--- src/rtl/rs_inorder_buf_pkg.sv ---
// Shared constants and helpers for the in-order reservation-station buffer.
//   ENT_NUM / ENT_SEL : entry count and its index width
//   DATA_LEN          : operand width
//   RRF_SEL           : rename tag width (tag lives in the low bits of a source)
//   PAY_LEN           : opaque payload width
//   DP_NUM_WIDTH      : width of the per-cycle dispatch count
//   PAY_*_LSB/_LEN    : field layout inside the opaque payload
package rs_inorder_buf_pkg;

  localparam int ENT_NUM      = 4;
  localparam int ENT_SEL      = 2;
  localparam int DATA_LEN     = 32;
  localparam int RRF_SEL      = 6;
  localparam int PAY_LEN      = 64;
  localparam int DP_NUM_WIDTH = 2;

  // Payload field layout; this block never decodes the payload, the
  // execution unit does.
  localparam int PAY_DST_LSB  = 0;
  localparam int PAY_DST_LEN  = RRF_SEL;
  localparam int PAY_IMM_LSB  = 8;
  localparam int PAY_IMM_LEN  = 32;
  localparam int PAY_OP_LSB   = 40;
  localparam int PAY_OP_LEN   = 8;
  localparam int PAY_CTL_LSB  = 48;
  localparam int PAY_CTL_LEN  = 16;

  // A CDB port hits a waiting source when it is valid and carries its tag.
  function automatic logic tag_hit(
    input logic               cdb_vld,
    input logic [RRF_SEL-1:0] cdb_tag,
    input logic [RRF_SEL-1:0] src_tag
  );
    return cdb_vld && (cdb_tag == src_tag);
  endfunction

endpackage

--- src/rtl/rs_inorder_buf_if.sv ---
// Dispatch / CDB / issue bundle of the in-order reservation-station buffer.
//   master : driven by dispatch, the CDB and alloc_issue_order; sees the
//            occupancy vectors and the execution-unit read port
//   slave  : the buffer itself
interface rs_inorder_buf_if #(
  parameter int ENT_NUM      = rs_inorder_buf_pkg::ENT_NUM,
  parameter int ENT_SEL      = rs_inorder_buf_pkg::ENT_SEL,
  parameter int DATA_LEN     = rs_inorder_buf_pkg::DATA_LEN,
  parameter int RRF_SEL      = rs_inorder_buf_pkg::RRF_SEL,
  parameter int PAY_LEN      = rs_inorder_buf_pkg::PAY_LEN,
  parameter int DP_NUM_WIDTH = rs_inorder_buf_pkg::DP_NUM_WIDTH
) ();

  // dispatch
  logic                    i_flush;
  logic                    i_stall;
  logic [DP_NUM_WIDTH-1:0] i_req_num;
  logic [ENT_SEL-1:0]      i_alloc_sel_1;
  logic [ENT_SEL-1:0]      i_alloc_sel_2;
  logic [PAY_LEN-1:0]      i_pay_1;
  logic [PAY_LEN-1:0]      i_pay_2;
  logic [DATA_LEN-1:0]     i_srca_1;
  logic [DATA_LEN-1:0]     i_srcb_1;
  logic [DATA_LEN-1:0]     i_srca_2;
  logic [DATA_LEN-1:0]     i_srcb_2;
  logic                    i_rdya_1;
  logic                    i_rdyb_1;
  logic                    i_rdya_2;
  logic                    i_rdyb_2;

  // CDB broadcast
  logic                    i_cdb_vld_1;
  logic [RRF_SEL-1:0]      i_cdb_tag_1;
  logic [DATA_LEN-1:0]     i_cdb_data_1;
  logic                    i_cdb_vld_2;
  logic [RRF_SEL-1:0]      i_cdb_tag_2;
  logic [DATA_LEN-1:0]     i_cdb_data_2;

  // occupancy / issue
  logic [ENT_NUM-1:0]      o_busy_vec;
  logic [ENT_NUM-1:0]      o_vld_vec;
  logic [ENT_SEL-1:0]      i_issue_sel;
  logic                    i_issue_sel_vld;
  logic                    i_exe_rdy;
  logic                    o_issue_req;
  logic                    o_ex_vld;
  logic [PAY_LEN-1:0]      o_ex_pay;
  logic [DATA_LEN-1:0]     o_ex_srca;
  logic [DATA_LEN-1:0]     o_ex_srcb;

  modport master (
    output i_flush, i_stall, i_req_num, i_alloc_sel_1, i_alloc_sel_2,
           i_pay_1, i_pay_2, i_srca_1, i_srcb_1, i_srca_2, i_srcb_2,
           i_rdya_1, i_rdyb_1, i_rdya_2, i_rdyb_2,
           i_cdb_vld_1, i_cdb_tag_1, i_cdb_data_1,
           i_cdb_vld_2, i_cdb_tag_2, i_cdb_data_2,
           i_issue_sel, i_issue_sel_vld, i_exe_rdy,
    input  o_busy_vec, o_vld_vec, o_issue_req, o_ex_vld,
           o_ex_pay, o_ex_srca, o_ex_srcb
  );

  modport slave (
    input  i_flush, i_stall, i_req_num, i_alloc_sel_1, i_alloc_sel_2,
           i_pay_1, i_pay_2, i_srca_1, i_srcb_1, i_srca_2, i_srcb_2,
           i_rdya_1, i_rdyb_1, i_rdya_2, i_rdyb_2,
           i_cdb_vld_1, i_cdb_tag_1, i_cdb_data_1,
           i_cdb_vld_2, i_cdb_tag_2, i_cdb_data_2,
           i_issue_sel, i_issue_sel_vld, i_exe_rdy,
    output o_busy_vec, o_vld_vec, o_issue_req, o_ex_vld,
           o_ex_pay, o_ex_srca, o_ex_srcb
  );

endinterface

--- src/rtl/rs_inorder_buf_src_wakeup.sv ---
// One source operand of one reservation-station entry.
// Holds a ready flag and a value; while not ready the value's low RRF_SEL
// bits are the rename tag being waited on. Captures data from the CDB both
// at dispatch (same-cycle bypass) and while the entry sits busy.
//   clk, rst_n      : clock, synchronous active-low reset
//   i_flush         : clears the ready flag
//   i_busy          : owning entry is occupied (enables wakeup)
//   i_we            : dispatch write into the owning entry
//   i_src, i_rdy    : dispatch value/tag and its ready flag
//   i_cdb_*_1/_2    : the two CDB broadcast ports, port 1 has priority
//   o_rdy, o_val    : stored ready flag and value/tag
module rs_src_wakeup #(
  parameter int DATA_LEN = rs_inorder_buf_pkg::DATA_LEN,
  parameter int RRF_SEL  = rs_inorder_buf_pkg::RRF_SEL
) (
  input  logic                clk,
  input  logic                rst_n,
  input  logic                i_flush,
  input  logic                i_busy,
  input  logic                i_we,
  input  logic [DATA_LEN-1:0] i_src,
  input  logic                i_rdy,
  input  logic                i_cdb_vld_1,
  input  logic [RRF_SEL-1:0]  i_cdb_tag_1,
  input  logic [DATA_LEN-1:0] i_cdb_data_1,
  input  logic                i_cdb_vld_2,
  input  logic [RRF_SEL-1:0]  i_cdb_tag_2,
  input  logic [DATA_LEN-1:0] i_cdb_data_2,
  output logic                o_rdy,
  output logic [DATA_LEN-1:0] o_val
);
  import rs_inorder_buf_pkg::*;

  logic                rdy_q;
  logic [DATA_LEN-1:0] val_q;
  logic                rdy_d;
  logic [DATA_LEN-1:0] val_d;
  logic                val_ld;

  logic dp_hit_1, dp_hit_2, wk_hit_1, wk_hit_2;

  // Dispatch compares against the incoming tag, wakeup against the stored one.
  assign dp_hit_1 = tag_hit(i_cdb_vld_1, i_cdb_tag_1, i_src[RRF_SEL-1:0]);
  assign dp_hit_2 = tag_hit(i_cdb_vld_2, i_cdb_tag_2, i_src[RRF_SEL-1:0]);
  assign wk_hit_1 = tag_hit(i_cdb_vld_1, i_cdb_tag_1, val_q[RRF_SEL-1:0]);
  assign wk_hit_2 = tag_hit(i_cdb_vld_2, i_cdb_tag_2, val_q[RRF_SEL-1:0]);

  always_comb begin
    rdy_d  = rdy_q;
    val_d  = val_q;
    val_ld = 1'b0;
    if (i_flush) begin
      rdy_d = 1'b0;
    end else if (i_we) begin
      val_ld = 1'b1;
      if (i_rdy) begin
        rdy_d = 1'b1;
        val_d = i_src;
      end else if (dp_hit_1) begin
        rdy_d = 1'b1;
        val_d = i_cdb_data_1;
      end else if (dp_hit_2) begin
        rdy_d = 1'b1;
        val_d = i_cdb_data_2;
      end else begin
        rdy_d = 1'b0;
        val_d = i_src;
      end
    end else if (i_busy && !rdy_q) begin
      if (wk_hit_1) begin
        rdy_d  = 1'b1;
        val_d  = i_cdb_data_1;
        val_ld = 1'b1;
      end else if (wk_hit_2) begin
        rdy_d  = 1'b1;
        val_d  = i_cdb_data_2;
        val_ld = 1'b1;
      end
    end
  end

  always_ff @(posedge clk) begin
    if (!rst_n) begin
      rdy_q <= 1'b0;
    end else begin
      rdy_q <= rdy_d;
    end
  end

  // Value is don't-care after reset/flush, so it carries no reset.
  always_ff @(posedge clk) begin
    if (val_ld) begin
      val_q <= val_d;
    end
  end

  assign o_rdy = rdy_q;
  assign o_val = val_q;

endmodule

--- src/rtl/rs_inorder_buf.sv ---
// In-order reservation-station entry storage for one execution pipe.
// Entries are written at the slots chosen by alloc_issue_order, snoop both
// CDB ports for missing operands, and the head entry (i_issue_sel) is read
// combinationally for the execution unit.
//   clk, rst_n : clock, synchronous active-low reset
//   bus        : rs_inorder_buf_if.slave -- dispatch, CDB, occupancy
//                vectors (o_busy_vec, o_vld_vec) and the issue port
module rs_inorder_buf #(
  parameter int ENT_NUM  = rs_inorder_buf_pkg::ENT_NUM,
  parameter int ENT_SEL  = rs_inorder_buf_pkg::ENT_SEL,
  parameter int DATA_LEN = rs_inorder_buf_pkg::DATA_LEN,
  parameter int RRF_SEL  = rs_inorder_buf_pkg::RRF_SEL,
  parameter int PAY_LEN  = rs_inorder_buf_pkg::PAY_LEN
) (
  input  logic           clk,
  input  logic           rst_n,
  rs_inorder_buf_if.slave bus
);
  import rs_inorder_buf_pkg::*;

  logic [ENT_NUM-1:0]  busy;
  logic [ENT_NUM-1:0]  rdya;
  logic [ENT_NUM-1:0]  rdyb;
  logic [DATA_LEN-1:0] vala [ENT_NUM];
  logic [DATA_LEN-1:0] valb [ENT_NUM];
  logic [PAY_LEN-1:0]  pay  [ENT_NUM];

  logic                we_1;
  logic                we_2;
  logic [ENT_NUM-1:0]  sel_1;
  logic [ENT_NUM-1:0]  sel_2;
  logic [ENT_NUM-1:0]  ent_we;
  logic [PAY_LEN-1:0]  dp_pay  [ENT_NUM];
  logic [DATA_LEN-1:0] dp_srca [ENT_NUM];
  logic [DATA_LEN-1:0] dp_srcb [ENT_NUM];
  logic [ENT_NUM-1:0]  dp_rdya;
  logic [ENT_NUM-1:0]  dp_rdyb;

  logic                issue_req;
  logic                ex_vld;
  logic [ENT_NUM-1:0]  fire_clr;

  // Dispatch enables
  assign we_1 = !bus.i_stall && !bus.i_flush && (bus.i_req_num >= 1);
  assign we_2 = !bus.i_stall && !bus.i_flush && (bus.i_req_num == 2);

  // Per-entry dispatch mux; slot 2 wins if both slots ever name one entry.
  always_comb begin
    sel_1   = '0;
    sel_2   = '0;
    ent_we  = '0;
    dp_rdya = '0;
    dp_rdyb = '0;
    for (int unsigned e = 0; e < ENT_NUM; e++) begin
      sel_1[e]   = we_1 && (bus.i_alloc_sel_1 == ENT_SEL'(e));
      sel_2[e]   = we_2 && (bus.i_alloc_sel_2 == ENT_SEL'(e));
      ent_we[e]  = sel_1[e] || sel_2[e];
      dp_pay[e]  = sel_2[e] ? bus.i_pay_2  : bus.i_pay_1;
      dp_srca[e] = sel_2[e] ? bus.i_srca_2 : bus.i_srca_1;
      dp_srcb[e] = sel_2[e] ? bus.i_srcb_2 : bus.i_srcb_1;
      dp_rdya[e] = sel_2[e] ? bus.i_rdya_2 : bus.i_rdya_1;
      dp_rdyb[e] = sel_2[e] ? bus.i_rdyb_2 : bus.i_rdyb_1;
    end
  end

  // Issue handshake
  assign issue_req = bus.i_exe_rdy && !bus.i_flush;
  assign ex_vld    = issue_req && bus.i_issue_sel_vld;
  assign fire_clr  = ex_vld ? (ENT_NUM'(1) << bus.i_issue_sel) : '0;

  // Occupancy: a fired entry clears, a newly written one sets. The two never
  // target the same entry because a freed slot is only reallocated later.
  always_ff @(posedge clk) begin
    if (!rst_n) begin
      busy <= '0;
    end else if (bus.i_flush) begin
      busy <= '0;
    end else begin
      busy <= (busy & ~fire_clr) | ent_we;
    end
  end

  always_ff @(posedge clk) begin
    for (int unsigned e = 0; e < ENT_NUM; e++) begin
      if (ent_we[e]) begin
        pay[e] <= dp_pay[e];
      end
    end
  end

  for (genvar e = 0; e < ENT_NUM; e++) begin : g_ent
    rs_src_wakeup #(
      .DATA_LEN (DATA_LEN),
      .RRF_SEL  (RRF_SEL)
    ) u_srca (
      .clk          (clk),
      .rst_n        (rst_n),
      .i_flush      (bus.i_flush),
      .i_busy       (busy[e]),
      .i_we         (ent_we[e]),
      .i_src        (dp_srca[e]),
      .i_rdy        (dp_rdya[e]),
      .i_cdb_vld_1  (bus.i_cdb_vld_1),
      .i_cdb_tag_1  (bus.i_cdb_tag_1),
      .i_cdb_data_1 (bus.i_cdb_data_1),
      .i_cdb_vld_2  (bus.i_cdb_vld_2),
      .i_cdb_tag_2  (bus.i_cdb_tag_2),
      .i_cdb_data_2 (bus.i_cdb_data_2),
      .o_rdy        (rdya[e]),
      .o_val        (vala[e])
    );

    rs_src_wakeup #(
      .DATA_LEN (DATA_LEN),
      .RRF_SEL  (RRF_SEL)
    ) u_srcb (
      .clk          (clk),
      .rst_n        (rst_n),
      .i_flush      (bus.i_flush),
      .i_busy       (busy[e]),
      .i_we         (ent_we[e]),
      .i_src        (dp_srcb[e]),
      .i_rdy        (dp_rdyb[e]),
      .i_cdb_vld_1  (bus.i_cdb_vld_1),
      .i_cdb_tag_1  (bus.i_cdb_tag_1),
      .i_cdb_data_1 (bus.i_cdb_data_1),
      .i_cdb_vld_2  (bus.i_cdb_vld_2),
      .i_cdb_tag_2  (bus.i_cdb_tag_2),
      .i_cdb_data_2 (bus.i_cdb_data_2),
      .o_rdy        (rdyb[e]),
      .o_val        (valb[e])
    );
  end

  // Outputs
  assign bus.o_busy_vec  = busy;
  assign bus.o_vld_vec   = busy & rdya & rdyb;
  assign bus.o_issue_req = issue_req;
  assign bus.o_ex_vld    = ex_vld;
  assign bus.o_ex_pay    = pay[bus.i_issue_sel];
  assign bus.o_ex_srca   = vala[bus.i_issue_sel];
  assign bus.o_ex_srcb   = valb[bus.i_issue_sel];

endmodule

--- src/flat_wrapper.sv ---
// flat-port wrapper written by rule: the top's interface ports become plain ports
module rs_inorder_buf_flat import rs_inorder_buf_pkg::*;
#(
  parameter int ENT_NUM  = rs_inorder_buf_pkg::ENT_NUM,
  parameter int ENT_SEL  = rs_inorder_buf_pkg::ENT_SEL,
  parameter int DATA_LEN = rs_inorder_buf_pkg::DATA_LEN,
  parameter int RRF_SEL  = rs_inorder_buf_pkg::RRF_SEL,
  parameter int PAY_LEN  = rs_inorder_buf_pkg::PAY_LEN
)
  (clk, rst_n, bus_i_flush, bus_i_stall, bus_i_req_num, bus_i_alloc_sel_1, bus_i_alloc_sel_2, bus_i_pay_1, bus_i_pay_2, bus_i_srca_1, bus_i_srcb_1, bus_i_srca_2, bus_i_srcb_2, bus_i_rdya_1, bus_i_rdyb_1, bus_i_rdya_2, bus_i_rdyb_2, bus_i_cdb_vld_1, bus_i_cdb_tag_1, bus_i_cdb_data_1, bus_i_cdb_vld_2, bus_i_cdb_tag_2, bus_i_cdb_data_2, bus_i_issue_sel, bus_i_issue_sel_vld, bus_i_exe_rdy, bus_o_busy_vec, bus_o_vld_vec, bus_o_issue_req, bus_o_ex_vld, bus_o_ex_pay, bus_o_ex_srca, bus_o_ex_srcb);
  rs_inorder_buf_if #(.ENT_NUM(ENT_NUM), .ENT_SEL(ENT_SEL), .DATA_LEN(DATA_LEN), .RRF_SEL(RRF_SEL), .PAY_LEN(PAY_LEN)) bus_i ();
  input  logic clk;
  input  logic rst_n;
  input wire logic [$bits(bus_i.i_flush)-1:0] bus_i_flush;
  input wire logic [$bits(bus_i.i_stall)-1:0] bus_i_stall;
  input wire logic [$bits(bus_i.i_req_num)-1:0] bus_i_req_num;
  input wire logic [$bits(bus_i.i_alloc_sel_1)-1:0] bus_i_alloc_sel_1;
  input wire logic [$bits(bus_i.i_alloc_sel_2)-1:0] bus_i_alloc_sel_2;
  input wire logic [$bits(bus_i.i_pay_1)-1:0] bus_i_pay_1;
  input wire logic [$bits(bus_i.i_pay_2)-1:0] bus_i_pay_2;
  input wire logic [$bits(bus_i.i_srca_1)-1:0] bus_i_srca_1;
  input wire logic [$bits(bus_i.i_srcb_1)-1:0] bus_i_srcb_1;
  input wire logic [$bits(bus_i.i_srca_2)-1:0] bus_i_srca_2;
  input wire logic [$bits(bus_i.i_srcb_2)-1:0] bus_i_srcb_2;
  input wire logic [$bits(bus_i.i_rdya_1)-1:0] bus_i_rdya_1;
  input wire logic [$bits(bus_i.i_rdyb_1)-1:0] bus_i_rdyb_1;
  input wire logic [$bits(bus_i.i_rdya_2)-1:0] bus_i_rdya_2;
  input wire logic [$bits(bus_i.i_rdyb_2)-1:0] bus_i_rdyb_2;
  input wire logic [$bits(bus_i.i_cdb_vld_1)-1:0] bus_i_cdb_vld_1;
  input wire logic [$bits(bus_i.i_cdb_tag_1)-1:0] bus_i_cdb_tag_1;
  input wire logic [$bits(bus_i.i_cdb_data_1)-1:0] bus_i_cdb_data_1;
  input wire logic [$bits(bus_i.i_cdb_vld_2)-1:0] bus_i_cdb_vld_2;
  input wire logic [$bits(bus_i.i_cdb_tag_2)-1:0] bus_i_cdb_tag_2;
  input wire logic [$bits(bus_i.i_cdb_data_2)-1:0] bus_i_cdb_data_2;
  input wire logic [$bits(bus_i.i_issue_sel)-1:0] bus_i_issue_sel;
  input wire logic [$bits(bus_i.i_issue_sel_vld)-1:0] bus_i_issue_sel_vld;
  input wire logic [$bits(bus_i.i_exe_rdy)-1:0] bus_i_exe_rdy;
  output wire logic [$bits(bus_i.o_busy_vec)-1:0] bus_o_busy_vec;
  output wire logic [$bits(bus_i.o_vld_vec)-1:0] bus_o_vld_vec;
  output wire logic [$bits(bus_i.o_issue_req)-1:0] bus_o_issue_req;
  output wire logic [$bits(bus_i.o_ex_vld)-1:0] bus_o_ex_vld;
  output wire logic [$bits(bus_i.o_ex_pay)-1:0] bus_o_ex_pay;
  output wire logic [$bits(bus_i.o_ex_srca)-1:0] bus_o_ex_srca;
  output wire logic [$bits(bus_i.o_ex_srcb)-1:0] bus_o_ex_srcb;
  assign bus_i.i_flush = bus_i_flush;
  assign bus_i.i_stall = bus_i_stall;
  assign bus_i.i_req_num = bus_i_req_num;
  assign bus_i.i_alloc_sel_1 = bus_i_alloc_sel_1;
  assign bus_i.i_alloc_sel_2 = bus_i_alloc_sel_2;
  assign bus_i.i_pay_1 = bus_i_pay_1;
  assign bus_i.i_pay_2 = bus_i_pay_2;
  assign bus_i.i_srca_1 = bus_i_srca_1;
  assign bus_i.i_srcb_1 = bus_i_srcb_1;
  assign bus_i.i_srca_2 = bus_i_srca_2;
  assign bus_i.i_srcb_2 = bus_i_srcb_2;
  assign bus_i.i_rdya_1 = bus_i_rdya_1;
  assign bus_i.i_rdyb_1 = bus_i_rdyb_1;
  assign bus_i.i_rdya_2 = bus_i_rdya_2;
  assign bus_i.i_rdyb_2 = bus_i_rdyb_2;
  assign bus_i.i_cdb_vld_1 = bus_i_cdb_vld_1;
  assign bus_i.i_cdb_tag_1 = bus_i_cdb_tag_1;
  assign bus_i.i_cdb_data_1 = bus_i_cdb_data_1;
  assign bus_i.i_cdb_vld_2 = bus_i_cdb_vld_2;
  assign bus_i.i_cdb_tag_2 = bus_i_cdb_tag_2;
  assign bus_i.i_cdb_data_2 = bus_i_cdb_data_2;
  assign bus_i.i_issue_sel = bus_i_issue_sel;
  assign bus_i.i_issue_sel_vld = bus_i_issue_sel_vld;
  assign bus_i.i_exe_rdy = bus_i_exe_rdy;
  assign bus_o_busy_vec = bus_i.o_busy_vec;
  assign bus_o_vld_vec = bus_i.o_vld_vec;
  assign bus_o_issue_req = bus_i.o_issue_req;
  assign bus_o_ex_vld = bus_i.o_ex_vld;
  assign bus_o_ex_pay = bus_i.o_ex_pay;
  assign bus_o_ex_srca = bus_i.o_ex_srca;
  assign bus_o_ex_srcb = bus_i.o_ex_srcb;
  rs_inorder_buf #(.ENT_NUM(ENT_NUM), .ENT_SEL(ENT_SEL), .DATA_LEN(DATA_LEN), .RRF_SEL(RRF_SEL), .PAY_LEN(PAY_LEN)) u_core (.clk(clk), .rst_n(rst_n), .bus(bus_i));
endmodule
--- config.mk ---
export PLATFORM = sky130hd
export DESIGN_NAME = rs_inorder_buf_flat
export DESIGN_NICKNAME = d
export VERILOG_FILES = /design/src/rtl/rs_inorder_buf_pkg.sv /design/src/rtl/rs_inorder_buf_if.sv /design/src/rtl/rs_inorder_buf_src_wakeup.sv /design/src/rtl/rs_inorder_buf.sv /design/src/flat_wrapper.sv
export SDC_FILE = /design/constraint.sdc
export NUM_CORES = 2
export LEC_CHECK = 0
export BUFFER_PORTS_ARGS = -buffer_cell sky130_fd_sc_hd__buf_2
export CELL_PAD_IN_SITES_DETAIL_PLACEMENT = 1
export CELL_PAD_IN_SITES_GLOBAL_PLACEMENT = 2
export CORE_MARGIN = 5
export CORE_UTILIZATION = 33
export CTS_CLUSTER_DIAMETER = 200
export DETAILED_ROUTE_END_ITERATION = 10
export GPL_TIMING_DRIVEN = 0
export PLACE_DENSITY_LB_ADDON = 0.15
export SLEW_MARGIN = 0
export SYNTH_ARGS = -nofsm -noshare
export SYNTH_HDL_FRONTEND = slang
export SYNTH_SLANG_ARGS = --single-unit
--- constraint.sdc ---
create_clock -name clk -period 4.75 [get_ports clk]
set_clock_uncertainty 0.1 [all_clocks]
set_input_delay 0.475 -clock clk [delete_from_list [all_inputs] [get_ports clk]]
set_output_delay 0.475 -clock clk [all_outputs]
set_load 0.01 [all_outputs]
After elaboration in Yosys (flattened, before gate mapping)
Memory sizes are Yosys's and may differ from the RTL's.
Cells that the tools add are included.
{"block": "word_totals", "ff_bits": 268, "ramBits": 256, "output_inout_bits": 138, "wordCells": 357, "mem_count": 1}
{"memory": "u_core.pay", "words": 4, "width": 64, "read_ports": 1, "rd_ports_with_merged_regs": 0, "wr": 4, "line": "rs_inorder_buf.sv:26", "text": "logic [PAY_LEN-1:0] pay [ENT_NUM];"}
{"block": "op_classes", "magnitude_cmp": 2, "n_eq_ne": 39, "n_shift": 1, "mux": 187, "bitwise": 8, "n_reduce_logical": 102}
{"operator": "2-to-1 mux 32 bit", "n": 68}
{"operator": "2-to-1 mux 64 bit", "n": 4}
{"operator": "equality test 6 bit", "n": 32}
{"operator": "binary-select mux 32 bit (select 2 bit)", "n": 2}
{"operator": "2-to-1 mux 1 bit", "n": 112}
{"operator": "logical AND 1 bit", "n": 53}
{"operator": "AND reduction 4 bit", "n": 8}
{"operator": "nonzero test 3 bit", "n": 8}
{"operator": "AND reduction 2 bit", "n": 8}
{"operator": "nonzero test 2 bit", "n": 8}
{"operator": "bitwise AND 4 bit", "n": 3}
{"operator": "equality test 2 bit (second input constant)", "n": 5}
{"operator": "zero test 1 bit", "n": 10}
{"operator": "equality test 2 x 1 -> 1 bit (second input constant)", "n": 2}
{"operator": "zero test 2 bit", "n": 2}
{"operator": "logical OR 1 bit", "n": 4}
{"operator": "2-to-1 mux 4 bit", "n": 1}
{"operator": "NOT 4 bit", "n": 1}
{"operator": "bitwise OR 4 bit", "n": 1}
{"operator": "left shift 1 x 2 -> 4 bit (first input constant)", "n": 1}
{"operator": ">= comparator 3 bit (second input constant)", "n": 1}
{"operator": "NOT 2 -> 3 bit", "n": 1}
{"operator": ">= comparator 2 x 1 -> 1 bit (second input constant)", "n": 1}
{"operator": "NOT 1 bit", "n": 2}
{"operator": "OR reduction 2 bit", "n": 1}

Logic depth before layout (Yosys ltp)
{"block": "logic_depth", "ltp_word": 11, "ltp_mapped": 14}

Hierarchy
A second synthesis with hierarchy kept.
{"block": "unflattened", "cells_unflattened": 3982, "area_unflattened_um2": 41848.9}
{"mod": "rs_src_wakeup", "instances": 8, "cells_each": 369, "area_each_um2": 3093.0, "seq_area_each_um2": 980.9}
{"mod": "rs_inorder_buf", "instances": 1, "cells_each": 1030, "area_each_um2": 17105.2, "seq_area_each_um2": 7767.4}

Worst setup path after synthesis
Ideal clock, no wire load.
{"block": "synth_timing", "path_type": "in2reg", "start": "input port bus_i_flush", "end": "register u_core.g_ent[2].u_srcb.val_q[28], data pin", "setup_time_ns": 0.255, "arrival_ns": 4.606, "t_required_ns": 4.395, "path_slack_ns": -0.210, "cell_stages": 12, "cell_sequence": "or4b_1 buf_4 buf_6 nor2_8 buf_2 a21oi_1 clkbuf_1 inv_1 buf_2 buf_1 o22ai_1 a21o_1"}
{"block": "synth_via", "elab_cells_between_ends": 17, "cone_classes": "eq/ne: 2; mux: 6; reduce/logical: 9"}
{"element": "from (decl)", "line": "flat_wrapper.sv:14", "text": "input wire logic [$bits(bus_i.i_flush)-1:0] bus_i_flush;"}
{"element": "zero test 1 bit (*)", "line": "rs_inorder_buf.sv:44, rs_inorder_buf.sv:45"}
{"element": "logical AND 1 bit (*)", "line": "rs_inorder_buf.sv:44, rs_inorder_buf.sv:45"}
{"element": "logical AND 1 bit, on equally long branches", "line": "rs_inorder_buf.sv:44, rs_inorder_buf.sv:45"}
{"element": "logical AND 1 bit, on equally long branches", "line": "rs_inorder_buf.sv:55, rs_inorder_buf.sv:56"}
{"element": "logical OR 1 bit (*)", "line": "rs_inorder_buf.sv:57", "text": "ent_we[e] = sel_1[e] || sel_2[e];"}
{"element": "via u_core.g_ent[2].u_srca.i_we", "line": "rs_inorder_buf_src_wakeup.sv:20", "text": "input logic i_we,"}
{"element": "2-to-1 mux 32 bit (*)", "line": "rs_inorder_buf_src_wakeup.sv:54", "text": "end else if (i_we) begin"}
{"element": "to (signal assigned)", "line": "rs_inorder_buf_src_wakeup.sv:93", "text": "val_q <= val_d;"}
{"element": "to (decl)", "line": "rs_inorder_buf_src_wakeup.sv:35", "text": "logic [DATA_LEN-1:0] val_q;"}
Mark *: on every way through the listed nets, which the timed path passes. The rest lies on a longest branch.
A chain may end at the register's enable or synchronous reset.

Worst setup path in the final report
{"block": "layout_timing", "start": "input port bus_i_cdb_vld_1", "end": "register u_core.g_ent[2].u_srcb.val_q[21], data pin"}
{"block": "layout_via", "elab_chain_len": 4, "elab_cells_between_ends": 7, "cone_classes": "mux: 5; reduce/logical: 2"}
{"element": "from (decl)", "line": "flat_wrapper.sv:29", "text": "input wire logic [$bits(bus_i.i_cdb_vld_1)-1:0] bus_i_cdb_vld_1;"}
{"element": "logical AND 1 bit", "line": "rs_inorder_buf_pkg.sv:34", "text": "return cdb_vld && (cdb_tag == src_tag);"}
{"element": "2-to-1 mux 32 bit, on equally long branches", "line": "rs_inorder_buf_src_wakeup.sv:70, rs_inorder_buf_src_wakeup.sv:59"}
{"element": "2-to-1 mux 32 bit, on equally long branches", "line": "rs_inorder_buf_src_wakeup.sv:69, rs_inorder_buf_src_wakeup.sv:56"}
{"element": "2-to-1 mux 32 bit (*)", "line": "rs_inorder_buf_src_wakeup.sv:54"}
Every way passes the cells marked *; elsewhere a longest branch is shown, timed or not. The select of a mux whose other input is x is not followed.

==> flow_summary.yaml <==
flow_run:
  cap_viol_max_count: 2
critical_path:
  crit_type: "input port to register"
  r2r-start: "u_core.g_ent[3].u_srcb.o_val[2]"
  required_ps: 4990
  crit_family: "buffers and inverters"
  worst_ep_arrival_time_ps: 5250
  critPathSlowestCell: "clkbuf_1"
  startpoint_type: "input port"
  cp-startpoint: "bus_i_cdb_vld_1"
  max_stage_delay_ps: 860
  critical_path.max_fanout: 10
  cp_cell_sequence: "buf_2 -> clkinv_1 -> or4_1 -> or3_1 -> a22oi_1 -> and2_1 -> a21o_1 -> clkbuf_1 -> a222oi_1"
  worstSetupEndpointType: "register"
  path_buf_inv: 3
synth:
  synth_area_sq_mm: 0.0371
  synth_area_leaders: "edfxtp_1 (41%), nand2_1 (12%), mux4_2 (7.8%)"
  synth-seq-area-share_pct: 42.0
  yosysWarnings: 0
  ys_ff_latch: 524
  synthArstFlopShare_pct: 0
  synth_ff_type: "edfxtp_1"
  synth_cells: 3954
  synth_edf_count: 512
  synthesis.nets: 4306
  yosysUniqueCellTypes: 91
  synth.avg_cell_area_sq_um: 9.39
  synth_area_leader_cell: "edfxtp_1"
  synth_top_area_share_pct: 41.4
sta:
  report.final.slew_viol_count: 22
  setup_slack_ps: -257
  grt_setup_unrepaired: "no"
  max_slew_margin_pct: -8.03
  final_hold_viol_count: 0
  tightest_slew_ps: 1620
  min_period_over_period_pct: 105
  min_period_ps: 5010
  fmax_mhz: 200
  finalSetupViolCount: 37
die:
  io_pins: 490
  placementRows: 123
  die_x_um: 345
  die_y_um: 345
  dieArea_sq_mm: 0.119
  core_area_sq_mm: 0.112
  start_util_pct: 33.1
clock_tree:
  cts_buffer_depth: 3
  cts_tree: "built"
  clk_latency_ps: 640
  cts_hold_buf: 0
  path_clk_slew_ps: 60
  root_buffer: "clkbuf_16"
  h-tree-depth: 3
  clock_sinks: 524
  cts-buffers-inserted: 68
placed_design:
  portBuffers: 436
  place_area_sq_mm: 0.0418
  hpwl_mm: 160
  place.gp.congestion: 0.999
final_layout:
  drive_above_1_share_pct: 18.8
  fin_area_sq_mm: 0.0440
  postLayoutCoreUtil_pct: 39.2
  n_fill_cell: 13094
  area_growth_pct: 18.5
  finalNetCount: 4834
pwr:
  p_per_area_mw_per_mm2: 287
  ir_worst_vdd_v: 0.000215
  leakage_nw: 17.3
hold_path:
  min_from: "bus_i_pay_2[3]"
  hold_class: "input port to register"
global_routing:
  antenna_found_initial: 27
  grt_pass1_vias: 37807
  grt_max_degree: 69
  grt_usage_pct: 34.4
  grt_pass1_wl_mm: 296
  overflow: 0
drt:
  via_per_inst: 6.27
  drc_errors: 0
  wire_per_inst_um: 35.7
  finalWirelength_mm: 216
  num_vias: 37923
  drt_iter0_markers: 4808
  first_pass_iters: 9
  antenna_left: 0
status:
  status: "finished with violations"
  violations: "capacitance limit, slew limit, setup timing"
## per-stage QoR
stage               setup WS [ps]  hold slack (ps)  std cells  setup TNS [ps]  total power [mW]
finish                       -257             47.4       6047           -3550              12.6
global route                 10.5             38.0       6036               0              13.0
CTS                          19.2             4.27       6029               0              12.6
detailed placement          -1510              413       5910         -377710              7.57
global placement            -4180              399       5890        -2114360              7.54
floorplan                    19.1              366       3954               0              6.52
## state kept, by name, indices dropped and copies added (netlist names)
signal / cells
u_core.pay: 256
u_core.g_ent.u_srcb.o_rdy: 4
u_core.g_ent.u_srca.o_val: 128
u_core.bus.o_busy_vec: 4
u_core.g_ent.u_srcb.o_val: 128
u_core.g_ent.u_srca.o_rdy: 4
## path summary, 6_finish.rpt
path	cells after the start	slack, ps	to
max reg2reg	8	1040	u_core.g_ent[3].u_srcb.o_val[16]
max	9	-260	u_core.g_ent[2].u_srcb.o_val[21]
min reg2reg	2	420	u_core.g_ent[2].u_srca.o_rdy
min	3	50	u_core.pay[2][3]
## worst reg2reg max path, cell delays in order, from the launching register on
cell and delay [ps]:
edfxtp_1 500, xnor2_1 230, nand4_1 140, nor4_2 640, nand2_1 200, o21ai_2 310
clkbuf_1 810, a222oi_1 270, o311ai_0 240
## cells by family (layout without fill, tap and decap cells)
group	count (synthesis)	after routing	share of synthesized area, %
muxes	413	413	15.5
buffers and inverters	452	1029	4.96
and+or+nand+nor	1626	1626	18.6
xor gates and xnor gates	118	118	2.78
AOI/OAI and AO/OA	821	821	16.1
DFF	524	524	42.0
other	0	16	0
## routing by layer
layer / wire length [um] / share of wire, % / vias to the layer above / track usage (%)
li1: - / - / 15712 / -
met3: 22300 / 10 / 569 / 8.10
met2: 97200 / 45 / 2508 / 54.6
met1: 84200 / 39 / 19128 / 44.4
met5: 44 / 0.020 / - / 0
met4: 12300 / 5.7 / 6 / 16.9
## power breakdown
group	internal [mW]	total (mW)	switching [mW]	leakage, nW
Sequential	5.23	5.27	0.0363	4.73
Combinational	0.758	2.29	1.53	11.6
Clock	2.82	5.07	2.25	1.01
Total	8.81	12.6	3.82	17.3
## layout make-up
class,count,area (sq um),area share (%)
antenna,16,40.0,0.0910
buffer,384,1630,3.70
clock buffer,90,1850,4.20
clock inverter,29,245,0.557
inverter,68,263,0.597
multi-input combinational,2978,19900,45.1
sequential,524,15600,35.5
tap,1500,1880,4.26
timing repair buffer,458,2650,6.01
## timing repair
item                                    CTS  global route
buffers inserted                          0             1
pin swaps                                 0             1
endpoints found under the setup margin  175            99
gates resized for setup                  16            12
## Yosys cell counts, drive strengths merged (28+ instances only)
| master | instances |
|---|---|
| nand3 | 49 |
| o21ai | 147 |
| o221a | 38 |
| mux2i | 273 |
| mux4 | 128 |
| a222oi | 42 |
| nor3 | 52 |
| a221oi | 31 |
| nand2 | 1192 |
| inv | 64 |
| buf | 122 |
| o22ai | 46 |
| nor2 | 118 |
| xor2 | 48 |
| nand2b | 45 |
| a21oi | 165 |
| nand4 | 35 |
| o221ai | 28 |
| o211ai | 51 |
| clkbuf | 262 |
| a221o | 34 |
| xnor2 | 70 |
| edfxtp | 512 |
| nor2b | 36 |
## placed cells by master (no fill, tap or decap), types with 28 or more instances in the layout
cell       instances
o21ai_0          132
o221ai_1          28
o22ai_1           45
nor2b_1           35
mux4_2           128
a21oi_1          153
clkbuf_16         71
nand2b_1          45
xor2_1            48
a222oi_1          42
xnor2_1           70
nor2_1           114
edfxtp_1         512
o221a_2           29
nand4_1           35
mux2i_1          272
buf_1             56
nand3_1           49
o211ai_1          51
clkbuf_1         273
inv_1             63
a221o_1           34
nand2_1         1191
buf_2            477
nor3_1            50
Power figures use the tool's default switching activity.
